--- config.mk ---
export PLATFORM = sky130hd
export DESIGN_NAME = ifetch
export DESIGN_NICKNAME = d
export VERILOG_FILES = /design/src/rtl/ifetch_pkg.sv /design/src/rtl/ifetch.sv
export SDC_FILE = /design/constraint.sdc
export NUM_CORES = 1
export LEC_CHECK = 0
export CAP_MARGIN = 25
export CORE_ASPECT_RATIO = 1.75
export CORE_MARGIN = 4
export CORE_UTILIZATION = 41
export DETAILED_ROUTE_END_ITERATION = 10
export DONT_BUFFER_PORTS = 1
export PLACE_DENSITY = 0.58
export SLEW_MARGIN = 20
export SYNTH_ARGS = -nofsm -noshare
export SYNTH_HDL_FRONTEND = slang
export SYNTH_SLANG_ARGS = --single-unit
export TNS_END_PERCENT = 100
--- constraint.sdc ---
create_clock -name clk -period 5.2 [get_ports clk]
set_input_delay 1.04 -clock clk [delete_from_list [all_inputs] [get_ports clk]]
set_output_delay 1.04 -clock clk [all_outputs]
set_load 0.1 [all_outputs]
--- src/rtl/ifetch_pkg.sv ---
// Shared widths, FSM state encoding and word-alignment helper for the fetch stage.
package ifetch_pkg;
    localparam int PC_WIDTH   = 32;
    localparam int INST_WIDTH = 32;

    typedef enum logic [1:0] {
        IFETCH_REQ  = 2'd0,
        IFETCH_WAIT = 2'd1,
        IFETCH_FULL = 2'd2
    } ifetch_state_e;

    function automatic logic [PC_WIDTH-1:0] word_align(input logic [PC_WIDTH-1:0] a);
        return {a[PC_WIDTH-1:2], 2'b00};
    endfunction
endpackage

--- src/rtl/ifetch.sv ---
// Instruction fetch: one outstanding word read, a 1-entry output buffer to the
// decoder, and redirect handling that flushes in-flight or buffered instructions.
module ifetch
    import ifetch_pkg::*;
#(
    parameter logic [PC_WIDTH-1:0] PC_INIT = '0
) (
    input  logic                  clk,
    input  logic                  rst,
    output logic                  ir_addr_valid,
    input  logic                  ir_addr_ready,
    output logic [PC_WIDTH-1:0]   ir_addr,
    input  logic                  ir_data_valid,
    output logic                  ir_data_ready,
    input  logic [INST_WIDTH-1:0] ir_data,
    input  logic                  redirect_valid,
    input  logic [PC_WIDTH-1:0]   redirect_pc,
    output logic                  inst_valid,
    input  logic                  inst_ready,
    output logic [INST_WIDTH-1:0] inst,
    output logic [PC_WIDTH-1:0]   inst_pc
);
    ifetch_state_e         r_state, w_state_nxt;
    logic [PC_WIDTH-1:0]   r_pc, r_req_addr, r_inst_pc;
    logic [INST_WIDTH-1:0] r_inst;
    logic                  r_kill;
    logic [PC_WIDTH-1:0]   w_target;

    assign w_target = word_align(redirect_pc);

    always_ff @(posedge clk) begin
        if (rst) r_state <= IFETCH_REQ;
        else     r_state <= w_state_nxt;
    end

    always_comb begin
        w_state_nxt = r_state;
        case (r_state)
            IFETCH_REQ:  if (ir_addr_ready) w_state_nxt = IFETCH_WAIT;
            IFETCH_WAIT: if (ir_data_valid)
                             w_state_nxt = (redirect_valid || r_kill) ? IFETCH_REQ : IFETCH_FULL;
            IFETCH_FULL: if (redirect_valid || inst_ready) w_state_nxt = IFETCH_REQ;
            default:     w_state_nxt = IFETCH_REQ;
        endcase
    end

    // Handshake strobes are masked during reset so a stale bus response is never taken.
    always_comb begin
        ir_addr_valid = 1'b0;
        ir_data_ready = 1'b0;
        inst_valid    = 1'b0;
        if (!rst) begin
            case (r_state)
                IFETCH_REQ:  ir_addr_valid = 1'b1;
                IFETCH_WAIT: ir_data_ready = 1'b1;
                IFETCH_FULL: inst_valid    = 1'b1;
                default: ;
            endcase
        end
    end

    always_ff @(posedge clk) begin
        if (rst) begin
            r_pc       <= PC_INIT;
            r_req_addr <= PC_INIT;
            r_kill     <= 1'b0;
            r_inst     <= '0;
            r_inst_pc  <= '0;
        end else begin
            case (r_state)
                IFETCH_REQ: begin
                    if (ir_addr_ready) begin
                        // A redirect racing the accept leaves a stale read in flight.
                        r_pc   <= redirect_valid ? w_target : r_req_addr + PC_WIDTH'(4);
                        r_kill <= redirect_valid;
                    end else if (redirect_valid) begin
                        r_req_addr <= w_target;
                        r_pc       <= w_target;
                    end
                end
                IFETCH_WAIT: begin
                    if (ir_data_valid) begin
                        r_kill <= 1'b0;
                        if (redirect_valid) begin
                            r_req_addr <= w_target;
                            r_pc       <= w_target;
                        end else if (r_kill) begin
                            r_req_addr <= r_pc;
                        end else begin
                            r_inst    <= ir_data;
                            r_inst_pc <= r_req_addr;
                        end
                    end else if (redirect_valid) begin
                        r_kill <= 1'b1;
                        r_pc   <= w_target;
                    end
                end
                IFETCH_FULL: begin
                    if (redirect_valid) begin
                        r_req_addr <= w_target;
                        r_pc       <= w_target;
                    end else if (inst_ready) begin
                        r_req_addr <= r_pc;
                    end
                end
                default: ;
            endcase
        end
    end

    assign ir_addr = r_req_addr;
    assign inst    = r_inst;
    assign inst_pc = r_inst_pc;
endmodule
==> results.yml, run 1 <==
synth:
  ys_ff_latch: 131
  ys_seq_area_frac: 0.4479
  synth.distinct_cells: 54
  syn_nets: 821
  synth-edff-count: 0
  synth.cell_area_sq_um: 5856
  postSynthCellCount: 746
  ys_warn_count: 0
  avgSynthCellArea_sq_um: 7.849
  synth_ff_type: "dfxtp_1"
  async_flop_share: 0
route:
  drtIter0Drc: 353
  wirelength_mm: 18.14
  routed_via_density: 5.800
  dr.pass1.iters: 5
  wl_per_cell_um: 19.32
  ant_nets: 0
  vias: 5446
  drc: 0
global_route:
  grt.overflow.total: 0
  grt_max_degree: 131
  grtUsageTotal: 0.2179
  grt_pass1_vias: 5332
  grt_pass1_wl_mm: 28.78
  antenna_found_initial: 0
clocking:
  cts_made_buffers: 17
  clock_latency_ns: 0.41
  clockBufferDepth: 2
  cts_root_buf: "clkbuf_16"
  htreeDepth: 4
  holdBufCountCts: 0
  numClockSinks: 131
  clk_pin_slew_ns: 0.06
  cts_setup_buffers: 0
  ctsResizeCount: 0
  cts_tree: "yes"
place:
  finalWeightedCongestion: 0.8564
  dp_hpwl_mm: 12.33
  pre_cts_slack_ns: 2.087
  portBuffers: 0
worst_setup_path:
  critical_path_class: "reg -> out"
  rr_endpoint: "ir_addr[18]$_SDFFE_PP0P_"
  critPathLaunch: "r_state[0]$_SDFFE_PP0P_"
  arrival_ns: 2.04
  r2r_cells: 7
  worstReg2RegStart: "r_state[0]$_SDFFE_PP0P_"
  worstSetupEndpoint: "ir_addr_valid"
  crit_top_cell: "inv_1"
  cp-end-kind: "output port"
  critPathTopFamily: "simple AND/OR/NAND/NOR gates"
  max_stage_delay_ns: 0.83
  slowest_stage: "nor2_2"
  startpoint_type: "flip-flop"
  r2r_setup_slack_ns: 2.41
  critical_path_depth: 4
  path_max_fanout: 6
  worstPathRequired_ns: 4.16
  path_cells: "inv_1 > ha_1 > inv_1 > nor2_2"
  worst-path-buf-inv: 2
layout:
  synthToLayoutAreaGrowth_pct: 17.48
  fin_util: 0.4921
  diodes: 0
  fin_nets: 825
  drive_gt1_frac: 0.1089
floorplan:
  start_util: 0.4189
  die_area_sq_um: 16330
  rows: 57
  boundaryPins: 169
  core_area_sq_um: 13980
  die_w_um: 98.34
  die_y_um: 166.1
timing:
  fin_tns_setup_ns: 0
  period_share: 0.5916
  fmax_mhz: 325.1
  setup_ws_ns: 2.124
  hold_violations: 0
  whs_ns: 0.4654
  setup_viol: 0
  rsz0062_at_grt: "false"
  period_needed_ns: 3.076
  slew_headroom: 0.2696
  final.setup_skew_ns: 0.008326
  drv_slew: 0
  max_slew.worst_pin.slew_ns: 1.094
power_and_ir_drop:
  p_leak_nw: 2.426
  power_density_nw_per_um2: 435.6
  max-vdd-ir-drop_mv: 0.2014
status:
  status: "finished clean"
hold_path:
  hp-class: "reg -> reg"
job:
  maxCapViolations: 0
final cells by class:
type / count / area (sq um)
clock buffers: 22 / 474.2
flip-flops and latches: 131 / 2624
inverters: 13 / 62.56
clock inverters: 9 / 128.9
repair buffers: 40 / 399.1
fillers: 1381 / 7099
well taps: 177 / 221.5
multi-input cells: 547 / 2969
metal layers:
layer | part of all wire | wire length [um] | vias up | track usage
met5 | 0 | 0 | - | 0
met4 | 0.026 | 472 | 0 | 0.08323
met2 | 0.51 | 9269 | 251 | 0.3767
li1 | - | - | 2607 | -
met1 | 0.37 | 6700 | 2555 | 0.2491
met3 | 0.093 | 1695 | 33 | 0.06641
where the power goes:
part	internal (W)	leakage, nW	switching [W]	total, W
Clock	0.000788	0.292	0.000437	0.00122
Combinational	0.000155	1.07	0.000400	0.000554
Sequential	0.00107	1.07	0.000151	0.00122
Yosys cell counts, types with 4 or more instances:
| cell | number | area, sq um |
|---|---|---|
| a21oi_1 | 74 | 370.4 |
| a22oi_1 | 15 | 112.6 |
| a311oi_1 | 29 | 254.0 |
| a31oi_1 | 4 | 25.02 |
| and3_1 | 7 | 43.79 |
| buf_2 | 16 | 80.08 |
| clkbuf_1 | 37 | 138.9 |
| dfxtp_1 | 131 | 2623 |
| ha_1 | 5 | 62.56 |
| inv_1 | 12 | 45.04 |
| nand2_1 | 212 | 795.8 |
| nand3_1 | 14 | 70.07 |
| nand4_1 | 12 | 75.07 |
| nor2_1 | 55 | 206.5 |
| nor3_1 | 7 | 35.03 |
| o21ai_0 | 24 | 120.1 |
| o22ai_1 | 15 | 93.84 |
| xor2_1 | 20 | 175.2 |
cells by family (layout without fill, tap and decap cells):
group                    count (synthesis)  after routing  synth area share
flip-flops                             131            131            0.4479
adder cells (fa/ha/maj)                  5              5           0.01068
AO/OA/AOI/OAI                          190            190            0.2122
buffers and inverters                   68             84           0.04957
XOR/XNOR                                23             23           0.03440
AND/OR/NAND/NOR                        326            326            0.2402
multiplexers                             3              3          0.005128
sequential cells by signal, summed over array words and instances (netlist names):
signal / cells
r_kill: 1
r_pc: 32
inst_pc: 32
r_state: 2
ir_addr: 32
inst: 32
worst min-delay path by stage:
stage	start	end	depth (start not counted)
after floorplan	r_pc[17]$_SDFFE_PP0P_	r_pc[17]$_SDFFE_PP0P_	2
after global placement	r_pc[16]$_SDFFE_PP0P_	r_pc[16]$_SDFFE_PP0P_	2
after detailed placement	r_pc[16]$_SDFFE_PP0P_	r_pc[16]$_SDFFE_PP0P_	2
after CTS	r_pc[16]$_SDFFE_PP0P_	r_pc[16]$_SDFFE_PP0P_	2
after global routing	r_pc[5]$_SDFFE_PP0P_	r_pc[5]$_SDFFE_PP0P_	2
final	r_pc[16]$_SDFFE_PP0P_	r_pc[16]$_SDFFE_PP0P_	2
placed cells by master (no fill, tap or decap), drive strengths merged, types with 4 or more instances in the layout:
cell type / count
nand2: 212
dfxtp: 131
a21oi: 75
nor2: 55
buf: 36
a311oi: 29
clkbuf: 26
o21ai: 25
xor2: 20
o22ai: 16
a22oi: 15
nand3: 15
nand4: 13
inv: 12
nor3: 8
and3: 7
ha: 5
a211oi: 5
a31oi: 4
bufinv: 4
clkinv: 4
metrics by stage:
step / area, sq um / cells / power [W]
final: 6879 / 939 / 0.002997
after global routing: 6879 / 939 / 0.003104
after CTS: 6777 / 932 / 0.002997
after detailed placement: 6173 / 901 / 0.001770
after global placement: 6073 / 895 / 0.001738
after floorplan: 5856 / 746 / 0.001653
tightest hold or removal path, delay by kind of cell, from the launching register on:
| kind | cells | cell delay [ns] |
|---|---|---|
| compound gates | 1 | 0.05 |
| simple gates | 1 | 0.07 |
| flops | 1 | 0.31 |
Note: power is estimated with default switching activity, not from simulation.
==> inputs of run 2 (changes only) <==
Clock period 5.2 ns to 3.2 ns, I/O delays scaled along.
==> results.yml, run 2 (same netlist as run 1, synthesis figures left out) <==
timing:
  period_share: 0.7610
  max_slew.worst_pin.slew_ns: 1.093
  final.setup_skew_ns: 0.008462
  drv_slew: 0
  slew_headroom: 0.2706
  hold_violations: 0
  fmax_mhz: 410.6
  setup_viol: 0
  period_needed_ns: 2.435
  fin_tns_setup_ns: 0
  rsz0062_at_grt: "false"
job:
  maxCapViolations: 0
route:
  wl_met3_mm: 1.733
  dr.pass1.iters: 5
  wl_met1_mm: 6.693
  maxUsedRoutingLayer: "met4"
  wirelength_mm: 18.20
  routed_via_density: 5.788
  met2_length_mm: 9.272
  wl_per_cell_um: 19.26
  ant_nets: 0
  drtIter0Drc: 334
  vias: 5470
  drc: 0
place:
  dp_hpwl_mm: 12.62
  portBuffers: 0
  placed_cell_area_sq_um: 6221
  finalWeightedCongestion: 0.8107
power_and_ir_drop:
  power_density_nw_per_um2: 723.9
  max-vdd-ir-drop_mv: 0.3533
  p_leak_nw: 2.455
worst_setup_path:
  startpoint_type: "flip-flop"
  slowest_stage: "and2_2"
  path_cells: "inv_1 > ha_1 > inv_1 > nor3_1 > and2_2 > buf_12 > nand2_1 > a21oi_1"
  cp-end-kind: "flip-flop"
  arrival_ns: 2.78
  critPathLaunch: "r_state[1]$_SDFFE_PP0P_"
  worstPathRequired_ns: 3.54
  r2r_setup_slack_ns: 0.76
  crit_top_cell: "inv_1"
  max_stage_delay_ns: 0.62
  r2r_cells: 8
  worstReg2RegStart: "r_state[1]$_SDFFE_PP0P_"
  critical_path_class: "reg -> reg"
  rr_endpoint: "inst_pc[0]$_SDFFE_PP0P_"
  path_max_fanout: 42
hold_path:
  whs_path_depth: 1
  hp-start: "rst"
  hp-class: "in -> reg"
  min_to: "inst_pc[28]$_SDFFE_PP0P_"
clocking:
  holdBufCountCts: 0
  numClockSinks: 131
  cts_setup_buffers: 0
  cts_made_buffers: 17
  clock_latency_ns: 0.41
  cts_root_buf: "clkbuf_16"
  htreeDepth: 4
  ctsResizeCount: 0
  cts_tree: "yes"
  clockBufferDepth: 2
  clk_pin_slew_ns: 0.06
status:
  status: "finished clean"
layout:
  drive_gt1_frac: 0.1237
  fin_nets: 831
  diodes: 0
  synthToLayoutAreaGrowth_pct: 17.50
  final_common_cell: "nand2_1"
  most-common-layout-cells: "nand2_1 (211), dfxtp_1 (131), a21oi_1 (74)"
  stdcell_area_sq_um: 6880
global_route:
  grt_pass1_vias: 5469
  grt_max_degree: 131
  antenna_found_initial: 0
  grt.overflow.total: 0
  grt_pass1_wl_mm: 29.50
  grtUsageTotal: 0.2237
floorplan:
  core_area_sq_um: 13980
  rows: 57
  start_util: 0.4189
  die_y_um: 166.1
  die_area_sq_um: 16330
  boundaryPins: 169
  die_w_um: 98.34
## run 2: cell types whose count changed in the layout (fill, tap and decap cells not counted), sizes merged
cell    delta
inv        +1
bufinv     +2
clkbuf     -7
buf       +10
## run 2: critical path, delay by kind of cell (launching register included)
kind / cells / cell delay [ns]
simple gates: 3 / 1.21
buf+inv: 3 / 0.47
flops: 1 / 0.34
fa+ha+maj: 1 / 0.19
compound gates: 1 / 0.16
## run 2: worst max path at each step
stage / to / slack, ns
floorplan: inst_valid / 0.26
global placement: r_pc[31]$_SDFFE_PP0P_ / 0.78
detailed placement: r_pc[25]$_SDFFE_PP0P_ / 0.62
CTS: r_pc[25]$_SDFFE_PP0P_ / 0.59
global route: inst_pc[10]$_SDFFE_PP0P_ / 0.53
finish: inst_pc[0]$_SDFFE_PP0P_ / 0.76
## run 2: cell type report
cell class	count	area (sq um)
clock buffers	19	442.9
clock inverters	12	205.2
fillers	1410	7098
inverters	13	62.56
multi-input cells	547	2964
flip-flops and latches	131	2623
well taps	177	221.5
repair buffers	46	361.6
## run 2: power breakdown
part / internal (W) / switching (W)
Combinational: 0.000230 / 0.000703
Sequential: 0.00173 / 0.000184
Clock: 0.00140 / 0.000730
Total: 0.00336 / 0.00162
## run 2: metal layers
metal / GRT usage / vias to the layer above
met2: 0.3820 / 226
met4: 0.08799 / 0
met5: 0 / -
met3: 0.07356 / 36
li1: - / 2628
met1: 0.2556 / 2580
## run 2: metrics by stage
step	utilization	std cells	hold slack (ns)	setup WS (ns)	total power, W
after global placement	0.4450	913	0.4454	0.7763	0.002861
after CTS	0.4914	944	0.2781	0.5925	0.005022
after floorplan	-	746	0.4376	0.2600	0.002685
after global routing	0.4922	945	0.2744	0.5334	0.005176
final	0.4922	945	0.3011	0.7647	0.004981
after detailed placement	0.4450	913	0.4506	0.6213	0.002879
==> inputs of run 3 (changes only) <==
Clock period 3.2 ns to 2.45 ns, I/O delays scaled along.
==> results.yml, run 3 (same netlist as run 1, synthesis figures left out) <==
status:
  status: "finished clean"
worst_setup_path:
  worstPathRequired_ns: 2.78
  rr_endpoint: "r_pc[28]$_SDFFE_PP0P_"
  critical_path_depth: 6
  slowest_stage: "nor4_4"
  critPathLaunch: "ir_addr[2]$_SDFFE_PP0P_"
  r2r_setup_slack_ns: 0.32
  worst-path-buf-inv: 0
  worstReg2RegStart: "ir_addr[2]$_SDFFE_PP0P_"
  r2r_cells: 6
  startpoint_type: "flip-flop"
  worstSetupEndpoint: "r_pc[28]$_SDFFE_PP0P_"
  max_stage_delay_ns: 0.60
  path_max_fanout: 9
  critPathTopFamily: "simple AND/OR/NAND/NOR gates"
  arrival_ns: 2.45
  cp-end-kind: "flip-flop"
  critical_path_class: "reg -> reg"
  path_cells: "ha_1 > nand2_1 > nor4_4 > nand3_1 > xor2_1 > a211oi_2"
clocking:
  clockBufferDepth: 2
  cts_setup_buffers: 0
  cts_root_buf: "clkbuf_16"
  numClockSinks: 131
  clock_latency_ns: 0.41
  htreeDepth: 4
  cts_tree: "yes"
  holdBufCountCts: 0
  clk_pin_slew_ns: 0.06
  cts_made_buffers: 17
  ctsResizeCount: 0
place:
  portBuffers: 0
  dp.cells: 989
  dp_hpwl_mm: 13.11
  placed_cell_area_sq_um: 6809
  finalWeightedCongestion: 0.8454
floorplan:
  die_w_um: 98.34
  core_area_sq_um: 13980
  rows: 57
  boundaryPins: 169
  die_y_um: 166.1
  die_area_sq_um: 16330
  start_util: 0.4189
route:
  drc: 0
  routed_via_density: 5.742
  vias: 5863
  met2_length_mm: 9.358
  ant_nets: 0
  wl_met1_mm: 6.684
  wl_met3_mm: 1.666
  wirelength_mm: 18.61
  maxUsedRoutingLayer: "met4"
  dr.pass1.iters: 6
  wl_per_cell_um: 18.22
  drtIter0Drc: 322
layout:
  fin_cells: 1021
  final_common_cell: "nand2_1"
  drive_gt1_frac: 0.2097
  nFillCells: 1333
  stdcell_area_sq_um: 7430
  diodes: 0
  synthToLayoutAreaGrowth_pct: 26.88
  most-common-layout-cells: "nand2_1 (211), dfxtp_1 (126), buf_4 (119)"
  fin_nets: 906
power_and_ir_drop:
  switchingPower_w: 0.002126
  p_leak_nw: 2.866
  power_density_nw_per_um2: 862.6
  clkPwrFrac: 0.413
  pwr-share-seq: 0.369
  comb_power_share: 0.219
  sw_frac_of_total: 0.3317
  p_int_w: 0.004282
  total_power_w: 0.006408
  max-vdd-ir-drop_mv: 0.4587
timing:
  rsz0062_at_grt: "false"
  period_share: 0.8682
  slew_headroom: 0.5656
  setup_viol: 0
  final.setup_skew_ns: 0.009728
  fmax_mhz: 470.1
  hold_violations: 0
  period_needed_ns: 2.127
  drv_slew: 0
  max_slew.worst_pin.slew_ns: 0.6468
global_route:
  grt_pass1_vias: 5816
  grt_pass1_wl_mm: 29.44
  grtUsageTotal: 0.2217
  grt_max_degree: 131
  grt.overflow.total: 0
  antenna_found_initial: 0
hold_path:
  hp-class: "in -> reg"
  whs_path_depth: 1
job:
  maxCapViolations: 0
[run 3: cell types whose count changed in the layout (fill, tap and decap cells not counted), sizes merged]
cell	change
clkinvlp	-2
clkinv	+4
clkbuf	+1
buf	+75
bufinv	-2
[run 3: final cells by class]
cell class                 instances  area, sq um  area share
multi-input combinational        547         2963      0.3988
sequential                       131         2629      0.3538
timing repair buffer             121        933.4      0.1256
clock buffer                      20        466.7     0.06282
tap                              177        221.5     0.02981
clock inverter                    12        153.9     0.02071
inverter                          13        62.56    0.008420
[run 3: worst min path at each step]
stage / start / end / slack (ns)
floorplan: r_pc[17]$_SDFFE_PP0P_ / r_pc[17]$_SDFFE_PP0P_ / 0.44
global placement: inst[17]$_SDFFE_PP0P_ / inst[17]$_SDFFE_PP0P_ / 0.44
detailed placement: inst_pc[13]$_SDFFE_PP0P_ / inst_pc[13]$_SDFFE_PP0P_ / 0.44
CTS: rst / inst_pc[27]$_SDFFE_PP0P_ / 0.14
global route: rst / inst_pc[21]$_SDFFE_PP0P_ / 0.12
finish: rst / inst_pc[28]$_SDFFE_PP0P_ / 0.15
[run 3: layer usage]
metal,vias to the layer above,GRT usage
met1,2765,0.2344
met3,62,0.07482
met5,-,0
li1,2773,-
met4,0,0.1207
met2,263,0.3817
[run 3: stage by stage]
step / worst slack, ns / util / hold slack, ns / setup TNS [ns]
after floorplan: -0.1900 / - / 0.4376 / -0.5700
after global placement: 0.3309 / 0.4871 / 0.4366 / 0
after detailed placement: 0.3517 / 0.4871 / 0.4404 / 0
after CTS: 0.3099 / 0.5315 / 0.1357 / 0
after global routing: 0.2113 / 0.5315 / 0.1205 / 0
final: 0.3230 / 0.5315 / 0.1472 / 0
[run 3: power groups by stage]
stage | Sequential [W] | Clock (W) | Combinational (W)
3_5_place_dp | 0.00241 | 0 | 0.00140
5_1_grt | 0.00238 | 0.00280 | 0.00148
3_3_place_gp | 0.00240 | 0 | 0.00138
2_1_floorplan | 0.00301 | 0 | 0.000500
6_report | 0.00236 | 0.00264 | 0.00140
4_1_cts | 0.00236 | 0.00270 | 0.00140
[run 3: worst register-to-register path: cells and delay by family (launching register included)]
family	cells	cell delay (ns)
XOR/XNOR	1	0.20
AND/OR/NAND/NOR	3	0.97
adder cells (fa/ha/maj)	1	0.26
AO/OA/AOI/OAI	1	0.22
flip-flops	1	0.39
